--- src/rtl/rom_read_arbiter_if.sv ---
// Bus bundle between the ROM read clients, the SDRAM ROM read port and the ROM loader.
interface rom_read_arbiter_if #(
  parameter int unsigned AW = 23
);
  logic [2:0]    c_req;
  logic [2:0]    c_ack;
  logic [AW-1:0] c0_a;
  logic [AW-1:0] c1_a;
  logic [AW-1:0] c2_a;
  logic [15:0]   c0_q;
  logic [15:0]   c1_q;
  logic [15:0]   c2_q;
  logic          mem_req;
  logic          mem_ack;
  logic [AW-1:0] mem_a;
  logic [15:0]   mem_q;
  logic          inv_stb;
  logic [AW-1:0] inv_a;
  logic          flush;

  // Arbiter side
  modport slave (
    input  c_req, c0_a, c1_a, c2_a, mem_ack, mem_q, inv_stb, inv_a, flush,
    output c_ack, c0_q, c1_q, c2_q, mem_req, mem_a
  );

  // Clients / SDRAM / loader side
  modport master (
    output c_req, c0_a, c1_a, c2_a, mem_ack, mem_q, inv_stb, inv_a, flush,
    input  c_ack, c0_q, c1_q, c2_q, mem_req, mem_a
  );
endinterface

--- src/rtl/rom_read_arbiter.sv ---
// Round-robin arbiter sharing the SDRAM ROM read port between three toggle-handshake
// clients, with a one-word hit buffer kept coherent with ROM writes and flushes.
module rom_read_arbiter #(
  parameter int unsigned AW     = 23,
  parameter bit          HIT_EN = 1'b1
) (
  input logic             clk,
  input logic             reset_n,
  rom_read_arbiter_if.slave bus
);

  typedef enum logic [1:0] {StIdle, StHit, StWait} state_e;

  state_e              state_q, state_d;
  logic [1:0]          sel_q, sel_d;
  logic [1:0]          last_q, last_d;
  logic [2:0]          c_ack_q, c_ack_d;
  logic [2:0][15:0]    cq_q, cq_d;
  logic                mem_req_q, mem_req_d;
  logic [AW-1:0]       mem_a_q, mem_a_d;
  logic                buf_valid_q, buf_valid_d;
  logic [AW-1:0]       buf_a_q, buf_a_d;
  logic [15:0]         buf_d_q, buf_d_d;
  logic                poison_q, poison_d;

  logic [2:0]          pend;
  logic [2:0][AW-1:0]  c_addr;
  logic                gnt_vld;
  logic [1:0]          gnt;
  logic [AW-1:0]       gnt_addr;
  logic                inv_buf;
  logic                inv_mem;
  logic                hit;

  assign pend      = bus.c_req ^ c_ack_q;
  assign c_addr[0] = bus.c0_a;
  assign c_addr[1] = bus.c1_a;
  assign c_addr[2] = bus.c2_a;
  assign gnt_addr  = c_addr[gnt];
  assign inv_buf   = bus.inv_stb && (bus.inv_a == buf_a_q);
  assign inv_mem   = bus.inv_stb && (bus.inv_a == mem_a_q);
  assign hit       = HIT_EN && buf_valid_q && !bus.flush && (gnt_addr == buf_a_q) && !inv_buf;

  // Round-robin pick: first pending client after last; scanning downward lets the
  // nearest successor overwrite farther ones.
  always_comb begin
    int s;
    gnt_vld = 1'b0;
    gnt     = last_q;
    for (int k = 3; k >= 1; k--) begin
      s = int'(last_q) + k;
      if (s >= 3) s = s - 3;
      if (pend[s]) begin
        gnt_vld = 1'b1;
        gnt     = 2'(s);
      end
    end
  end

  // Next-state: FSM, client handshakes, SDRAM request and hit-buffer coherency.
  always_comb begin
    state_d     = state_q;
    sel_d       = sel_q;
    last_d      = last_q;
    c_ack_d     = c_ack_q;
    cq_d        = cq_q;
    mem_req_d   = mem_req_q;
    mem_a_d     = mem_a_q;
    buf_valid_d = buf_valid_q;
    buf_a_d     = buf_a_q;
    buf_d_d     = buf_d_q;
    poison_d    = poison_q;

    if (bus.flush || inv_buf) buf_valid_d = 1'b0;

    unique case (state_q)
      StIdle: begin
        if (gnt_vld) begin
          sel_d  = gnt;
          last_d = gnt;
          if (hit) begin
            state_d = StHit;
          end else begin
            mem_a_d   = gnt_addr;
            mem_req_d = ~mem_req_q;
            poison_d  = 1'b0;
            state_d   = StWait;
          end
        end
      end
      StHit: begin
        cq_d[sel_q]    = buf_d_q;
        c_ack_d[sel_q] = bus.c_req[sel_q];
        state_d        = StIdle;
      end
      StWait: begin
        poison_d = poison_q | inv_mem;
        if (bus.mem_ack == mem_req_q) begin
          cq_d[sel_q]    = bus.mem_q;
          c_ack_d[sel_q] = bus.c_req[sel_q];
          buf_a_d        = mem_a_q;
          buf_d_d        = bus.mem_q;
          // A write to this word while in flight makes the returned data stale for caching.
          buf_valid_d    = !(poison_q || inv_mem || bus.flush);
          poison_d       = 1'b0;
          state_d        = StIdle;
        end
      end
      default: state_d = StIdle;
    endcase
  end

  // State registers.
  always_ff @(posedge clk or negedge reset_n) begin
    if (!reset_n) begin
      state_q     <= StIdle;
      sel_q       <= 2'd0;
      last_q      <= 2'd2;
      c_ack_q     <= 3'b000;
      cq_q        <= '0;
      mem_req_q   <= 1'b0;
      mem_a_q     <= '0;
      buf_valid_q <= 1'b0;
      buf_a_q     <= '0;
      buf_d_q     <= 16'h0000;
      poison_q    <= 1'b0;
    end else begin
      state_q     <= state_d;
      sel_q       <= sel_d;
      last_q      <= last_d;
      c_ack_q     <= c_ack_d;
      cq_q        <= cq_d;
      mem_req_q   <= mem_req_d;
      mem_a_q     <= mem_a_d;
      buf_valid_q <= buf_valid_d;
      buf_a_q     <= buf_a_d;
      buf_d_q     <= buf_d_d;
      poison_q    <= poison_d;
    end
  end

  assign bus.c_ack   = c_ack_q;
  assign bus.c0_q    = cq_q[0];
  assign bus.c1_q    = cq_q[1];
  assign bus.c2_q    = cq_q[2];
  assign bus.mem_req = mem_req_q;
  assign bus.mem_a   = mem_a_q;

endmodule

--- src/flat_wrapper.sv ---
// flat-port wrapper written by rule: the top's interface ports become plain ports
module rom_read_arbiter_flat 
#(
  parameter int unsigned AW     = 23,
  parameter bit          HIT_EN = 1'b1
)
  (clk, reset_n, bus_c_req, bus_c0_a, bus_c1_a, bus_c2_a, bus_mem_ack, bus_mem_q, bus_inv_stb, bus_inv_a, bus_flush, bus_c_ack, bus_c0_q, bus_c1_q, bus_c2_q, bus_mem_req, bus_mem_a);
  rom_read_arbiter_if #(.AW(AW)) bus_i ();
  input logic clk;
  input logic reset_n;
  input wire logic [$bits(bus_i.c_req)-1:0] bus_c_req;
  input wire logic [$bits(bus_i.c0_a)-1:0] bus_c0_a;
  input wire logic [$bits(bus_i.c1_a)-1:0] bus_c1_a;
  input wire logic [$bits(bus_i.c2_a)-1:0] bus_c2_a;
  input wire logic [$bits(bus_i.mem_ack)-1:0] bus_mem_ack;
  input wire logic [$bits(bus_i.mem_q)-1:0] bus_mem_q;
  input wire logic [$bits(bus_i.inv_stb)-1:0] bus_inv_stb;
  input wire logic [$bits(bus_i.inv_a)-1:0] bus_inv_a;
  input wire logic [$bits(bus_i.flush)-1:0] bus_flush;
  output wire logic [$bits(bus_i.c_ack)-1:0] bus_c_ack;
  output wire logic [$bits(bus_i.c0_q)-1:0] bus_c0_q;
  output wire logic [$bits(bus_i.c1_q)-1:0] bus_c1_q;
  output wire logic [$bits(bus_i.c2_q)-1:0] bus_c2_q;
  output wire logic [$bits(bus_i.mem_req)-1:0] bus_mem_req;
  output wire logic [$bits(bus_i.mem_a)-1:0] bus_mem_a;
  assign bus_i.c_req = bus_c_req;
  assign bus_i.c0_a = bus_c0_a;
  assign bus_i.c1_a = bus_c1_a;
  assign bus_i.c2_a = bus_c2_a;
  assign bus_i.mem_ack = bus_mem_ack;
  assign bus_i.mem_q = bus_mem_q;
  assign bus_i.inv_stb = bus_inv_stb;
  assign bus_i.inv_a = bus_inv_a;
  assign bus_i.flush = bus_flush;
  assign bus_c_ack = bus_i.c_ack;
  assign bus_c0_q = bus_i.c0_q;
  assign bus_c1_q = bus_i.c1_q;
  assign bus_c2_q = bus_i.c2_q;
  assign bus_mem_req = bus_i.mem_req;
  assign bus_mem_a = bus_i.mem_a;
  rom_read_arbiter #(.AW(AW), .HIT_EN(HIT_EN)) u_core (.clk(clk), .reset_n(reset_n), .bus(bus_i));
endmodule
--- config.mk ---
export PLATFORM = sky130hd
export DESIGN_NAME = rom_read_arbiter_flat
export DESIGN_NICKNAME = d
export VERILOG_FILES = /design/src/rtl/rom_read_arbiter_if.sv /design/src/rtl/rom_read_arbiter.sv /design/src/flat_wrapper.sv
export SDC_FILE = /design/constraint.sdc
export NUM_CORES = 1
export LEC_CHECK = 0
export ABC_AREA = 1
export BUFFER_PORTS_ARGS = -buffer_cell sky130_fd_sc_hd__buf_4
export CAP_MARGIN = 5
export CORE_UTILIZATION = 40
export CTS_CLUSTER_SIZE = 25
export DETAILED_ROUTE_END_ITERATION = 7
export GPL_ROUTABILITY_DRIVEN = 0
export GPL_TIMING_DRIVEN = 0
export PLACE_DENSITY = 0.66
export SETUP_SLACK_MARGIN = 0.2
export SLEW_MARGIN = 5
export SYNTH_ARGS = -nofsm -noshare
export SYNTH_HDL_FRONTEND = slang
export SYNTH_SLANG_ARGS = --single-unit
--- constraint.sdc ---
create_clock -name clk -period 3.5 [get_ports clk]
set_clock_uncertainty 0.1 [all_clocks]
set_input_delay 0.525 -clock clk [delete_from_list [all_inputs] [get_ports clk]]
set_output_delay 0.525 -clock clk [all_outputs]
set_load 0.03 [all_outputs]
After elaboration in Yosys (flattened, before gate mapping)
Index checks and enable logic that the tools add are counted.
- multiplexer cells: 44
- reduce and logical (&&, ||, !) cells: 21
- order comparisons: 9
- eq/ne operators: 9
- bitwise logic cells: 4
- $add $sub $neg: 6
- operator list (kind ; number):
    48-bit bitwise mux ; 2
    32-bit by 3-bit greater-or-equal comparator with 1-bit output, second input constant ; 3
    32-bit by 4-bit less-than comparator with 1-bit output, second input constant ; 3
    32-bit two-way mux ; 3
    48-bit one-hot mux with 2 select lines ; 1
    32-bit by 3-bit subtractor with 32-bit output, second input constant ; 3
    23-bit equality test ; 3
    48-bit two-way mux ; 1
    23-bit binary-select mux with 2-bit select ; 1
    16-bit demux with 2-bit select ; 1
    23-bit two-way mux ; 1
    1-bit two-way mux ; 17
    16-bit two-way mux ; 1
    2-bit two-way mux ; 6
    1-bit binary-select mux with 2-bit select ; 4
    2-bit AND reduction ; 4
    2-bit by 2-bit adder with 3-bit output, second input constant ; 2
    1-bit logical AND ; 6
    2-bit by 3-bit less-than comparator with 1-bit output, second input constant ; 2
    3-bit one-hot mux with 2 select lines ; 1
    3-bit AND reduction ; 2
    2-bit by 1-bit inequality test with 1-bit output, second input constant ; 2
    2-bit one-hot mux with 2 select lines ; 1
    2-bit nonzero test ; 2
    16 further kinds ; 21
- input port bits: 116
- register bits: 122
- logic and storage cells: 106
- output and inout bits: 75

Depth between registers and ports, before layout
- depth in word-level cells: 17
- mapped depth: 28

Least setup slack after synthesis
OpenSTA, ideal clock, no wires.
- kind: reg-to-reg
- from: register u_core.last_q[0]
- to: register u_core.mem_a_q[11] (netlist: u_core.bus.mem_a[11])
- arrival: 2.849 ns
- clock period less this slack: 3.023 ns
- path slack: 0.477 ns
- required time: 3.326 ns
- cell stages (with the launch flop): 27
- path through: dfrtp_1 > buf_4 > inv_1 > ha_1 > buf_6 > nor2_4 > nand3_1 > o211ai_1 > nand2_1 > nand2_1 > nand2_2 > nand2_4 > nand2_4 > buf_6 > nand2_1 > nand2_1 > nand2_1 > nand2_1 > nor2_1 > nand2_1 > nor2_2 > nand3_2 > nand2_2 > buf_6 > buf_6 > nand2_1 > o21ai_2
- longest elaborated chain between the ends: 16
- RTL lines (element ; RTL line ; text):
    from (decl) ; rom_read_arbiter.sv:16 ; logic [1:0] last_q, last_d;
    from (signal assigned) ; rom_read_arbiter.sv:130 ; last_q <= last_d;
    2-bit by 2-bit adder with 3-bit output ; rom_read_arbiter.sv:51 ; s = int'(last_q) + k;
    32-bit by 3-bit subtractor with 32-bit output or 32-bit by 3-bit greater-or-equal comparator with 1-bit output (tied branches) ; rom_read_arbiter.sv:52 ; if (s >= 3) s = s - 3;
    32-bit two-way mux ; rom_read_arbiter.sv:52 ;
    1-bit binary-select mux with 2-bit select ; rom_read_arbiter.sv:53 ; if (pend[s]) begin
    1-bit two-way mux (implied by the code) (2 in a row) ; rom_read_arbiter.sv:53 ;
    2-bit two-way mux (3 in a row) ; rom_read_arbiter.sv:53 ;
    23-bit binary-select mux with 2-bit select ; rom_read_arbiter.sv:39 ; assign gnt_addr = c_addr[gnt];
    23-bit two-way mux (implied by the code) ; rom_read_arbiter.sv:39 ;
    23-bit equality test ; rom_read_arbiter.sv:42 ; assign hit = HIT_EN && buf_valid_q && !bus.flush && (gnt_addr == buf_a_q) && !inv_buf;
    1-bit logical AND (2 in a row) ; rom_read_arbiter.sv:42 ;
    1-bit NOT (no source line) ; -- ;
    3-bit AND reduction (no source line) ; -- ;
    to (signal assigned) ; rom_read_arbiter.sv:134 ; mem_a_q <= mem_a_d;
    to (decl) ; rom_read_arbiter.sv:20 ; logic [AW-1:0] mem_a_q, mem_a_d;
Several ways; a longest one is shown, not always the timed one. The select of a mux whose other input is x is not followed.
A chain may end at the register's enable or synchronous reset.

Worst setup path in the final report
- from: register u_core.last_q[1]
- to: register u_core.mem_a_q[9] (netlist: u_core.bus.mem_a[9])
Same word-level chain as after synthesis.

==> flow_summary_export.csv <==
group,metric,value,unit
status,status,"complete, no violations",
clocking,cts_tree,"done",
yosys,synth.area.top_cells,"dfrtp_1 (43%), nand2_1 (16%), mux2_2 (7.7%), inv_1 (5.7%), nand3_1 (5.5%)",
cells_and_area,area_growth,45.6,%
setup_path,crit_path_end_kind,"flop",
detailed_routing,route.detailed.drc,0,
global_routing,grt_overflow,0,
clocking,cts_max_level,4,
clocking,clock-sinks,121,
global_routing,grt_pass1_vias,6682,
clocking,cts_made_buffers,17,
cells_and_area,nNetsFinal,1247,
place,io_buffer_count,190,
yosys,synth_flop_cell,"dfrtp_1",
setup_path,crit_top_cell,"nand2_1",
clocking,clk_pin_slew,0.06,ns
cells_and_area,n_antenna_cell,0,
floorplan,rows,48,
setup_path,crit_family,"simple AND/OR/NAND/NOR gates",
floorplan,die_y,134,µm
yosys,syn_inst,890,
detailed_routing,wl,23500,µm
setup_path,arrival,3.65,ns
global_routing,antenna_found_initial,0,
setup_path,crit_fanout,8,
setup_path,cp_slowest_stage_delay,0.55,ns
setup_path,path_cells,"inv_4, ha_4, buf_8, inv_6, o21ai_1, nand3_1, nand3_4, nand2_4, clkbuf_16, nand2_1, nand2_1, nand2_4, nand2_2, nand2_1, nand2_1, nor2_2, nand2_1, nor2_2, nand3_2, nand2_4, buf_12, clkbuf_16, nand2_1, o21ai_2",
yosys,yosysTopAreaCellShare,0.428,
yosys,synth_top_cell_by_area,"dfrtp_1",
yosys,synth_cell_types,40,
yosys,synthArstFlopShare,1.00,
detailed_routing,drtAntennaViolNets,0,
detailed_routing,drt-initial-drc-count,460,
sta,max_freq,0.294,GHz
floorplan,initial_utilization,0.408,
sta,rsz0062_at_grt,"yes",
detailed_routing,route.detailed.wl_per_inst,17.2,µm
yosys,syn_avg_cell_area,7.87,µm²
clocking,worstSkewPairLatency,0.42,ns
detailed_routing,avgViaCountPerCell,5.12,
clocking,cts_root_buf,"clkbuf_16",
yosys,synth.cells.most_frequent,"nand2_1 (292), dfrtp_1 (120), inv_1 (106)",
flow_run,cap_violations,0,
yosys,yosys_warnings,0,
sta,period_share,0.971,
clocking,clock_path_buffers,2,
sta,fin_hold_ws,0.275,ns
place,hpwl,17100,µm
yosys,synth_edf_count,0,
cells_and_area,fin_util,0.594,
sta,finalHoldViolCount,0,
setup_path,cp_num_buf_inv,6,
setup_path,required,3.75,ns
global_routing,track_usage,0.257,
yosys,synth.most_common_cell,"nand2_1",
sta,drv_slew,0,
detailed_routing,top_layer,"met4",
setup_path,cp-start-kind,"flop",
sta,max_slew_margin,0.307,
sta,tightestPinTransition,1.04,ns
global_routing,grt_pass1_wl,35000,µm
detailed_routing,vias,6994,
floorplan,core_area,17200,µm²
detailed_routing,route.met2.wl,11200,µm
detailed_routing,met3_length,1970,µm
yosys,syn_nets,1009,
floorplan,dieArea,18100,µm²
setup_path,path_class,"reg2reg",
cells_and_area,layout-drive-gt1-share,0.389,
yosys,ys_seq_elements,121,
sta,setup_viol,0,
global_routing,grt_start_max_net_pins,89,
floorplan,io-pin-count,191,
worst_hold_path,hold_path.class,"in2reg",
floorplan,dieWidth,134,µm
place,numPlacedInstances,1306,
detailed_routing,firstDrtPassIters,5,
sta,period_minus_slack,3.40,ns
detailed_routing,met1_length,9470,µm
setup_path,slowest_stage,"dfstp_2",
yosys,syn_area,7010,µm²
yosys,seq_area_frac_synth,0.432,
cells_and_area,instances_no_fill,1366,
-- flip-flops by register name, summed over array words and instances, names as in the netlist, 3 cells and up --
name and count:
u_core.buf_a_q 23, u_core.bus.mem_a 23, u_core.buf_d_q 16, u_core.bus.c0_q 16
u_core.bus.c1_q 16, u_core.bus.c2_q 16, u_core.bus.c_ack 3
-- timing repair --
item / in CTS / in global routing
resized for setup: 48 / 98
buffers inserted: 16 / 6
hold buffers: 1 / 0
setup endpoints to repair: 26 / 27
cloned: 1 / 4
pin swaps: 2 / 33
endpoints found under the hold margin: 33 / 0
-- final timing paths --
kind                                          from                    to  slack, ns  cells past startpoint
worst min register to register  u_core.buf_d_q[15]    u_core.buf_d_q[15]       0.38                      2
max in group asynchronous                  reset_n   u_core.bus.c2_q[12]       2.07                      3
worst max-delay path              u_core.last_q[1]   u_core.bus.mem_a[9]       0.10                     24
worst max register to register    u_core.last_q[1]   u_core.bus.mem_a[9]       0.10                     24
min in group asynchronous                  reset_n  u_core.bus.mem_a[11]       0.47                      2
worst min-delay path                 bus_mem_q[13]    u_core.buf_d_q[13]       0.28                      3
-- cells by family (layout without fill, tap and decap cells) --
group | after synthesis | after routing | share of synthesized area
adders and majority gates | 3 | 3 | 0.00536
DFF | 121 | 121 | 0.432
AOI/OAI and AO/OA | 117 | 117 | 0.0994
xor gates and xnor gates | 15 | 15 | 0.0187
muxes | 48 | 48 | 0.0771
and+or+nand+nor | 444 | 444 | 0.277
buffers and inverters | 142 | 393 | 0.0902
-- area by class of cell --
cell class                      count  area, µm²
Clock inverter                     10        141
Sequential cell                   121       3030
Inverter                          109        422
Timing Repair Buffer              219       1770
Buffer                             33        299
Fill cell                        1565       6980
Multi-Input combinational cell    627       3790
Tap cell                          225        282
Clock buffer                       22        464
-- metal layers --
metal | up-vias | track usage
met3 | 46 | 0.0699
met4 | 0 | 0.136
met1 | 3301 | 0.307
met5 | - | 0
met2 | 272 | 0.423
li1 | 3375 | -
-- metrics by stage --
step	cell area (µm²)	setup slack, ns	TNS, ns
after floorplan	7010	0.477	0
after global placement	8720	-0.133	-2.60
after detailed placement	8750	-0.132	-2.73
after CTS	9690	0.170	0
after global routing	10200	-0.0575	-1.14
final	10200	0.101	0
-- tightest hold or removal path: stages --
cell     delay, ns
buf_4         0.10
inv_1         0.05
o21ai_0       0.07
-- cells in the final DEF (no fill, tap or decap), types with 3 or more instances in the layout --
master       n
nand2_4     19
buf_12       4
dfrtp_1    120
xnor2_1     12
clkbuf_16   21
xor2_1       3
clkbuf_8     3
buf_4      211
o21ai_1      5
mux2_2      48
o2111ai_1    5
nand4_1      7
buf_6        8
nor2_4       3
o21ai_0     67
nand3b_1     8
inv_1      103
bufinv_16    3
nand3_4      6
nor2_2       4
inv_6        3
nor2_1      27
o21ai_2     19
buf_8        5
a21oi_1      3
nand2_1    235
o22ai_1     12
nand2_8      4
nand3_2     15
nand2_2     46
inv_4        3
nand3_1     61
clkbuf_1    17
Power is left out: the tool's default activity adds up to more than one toggle a clock period on the data nets, which glitch-free logic cannot reach.
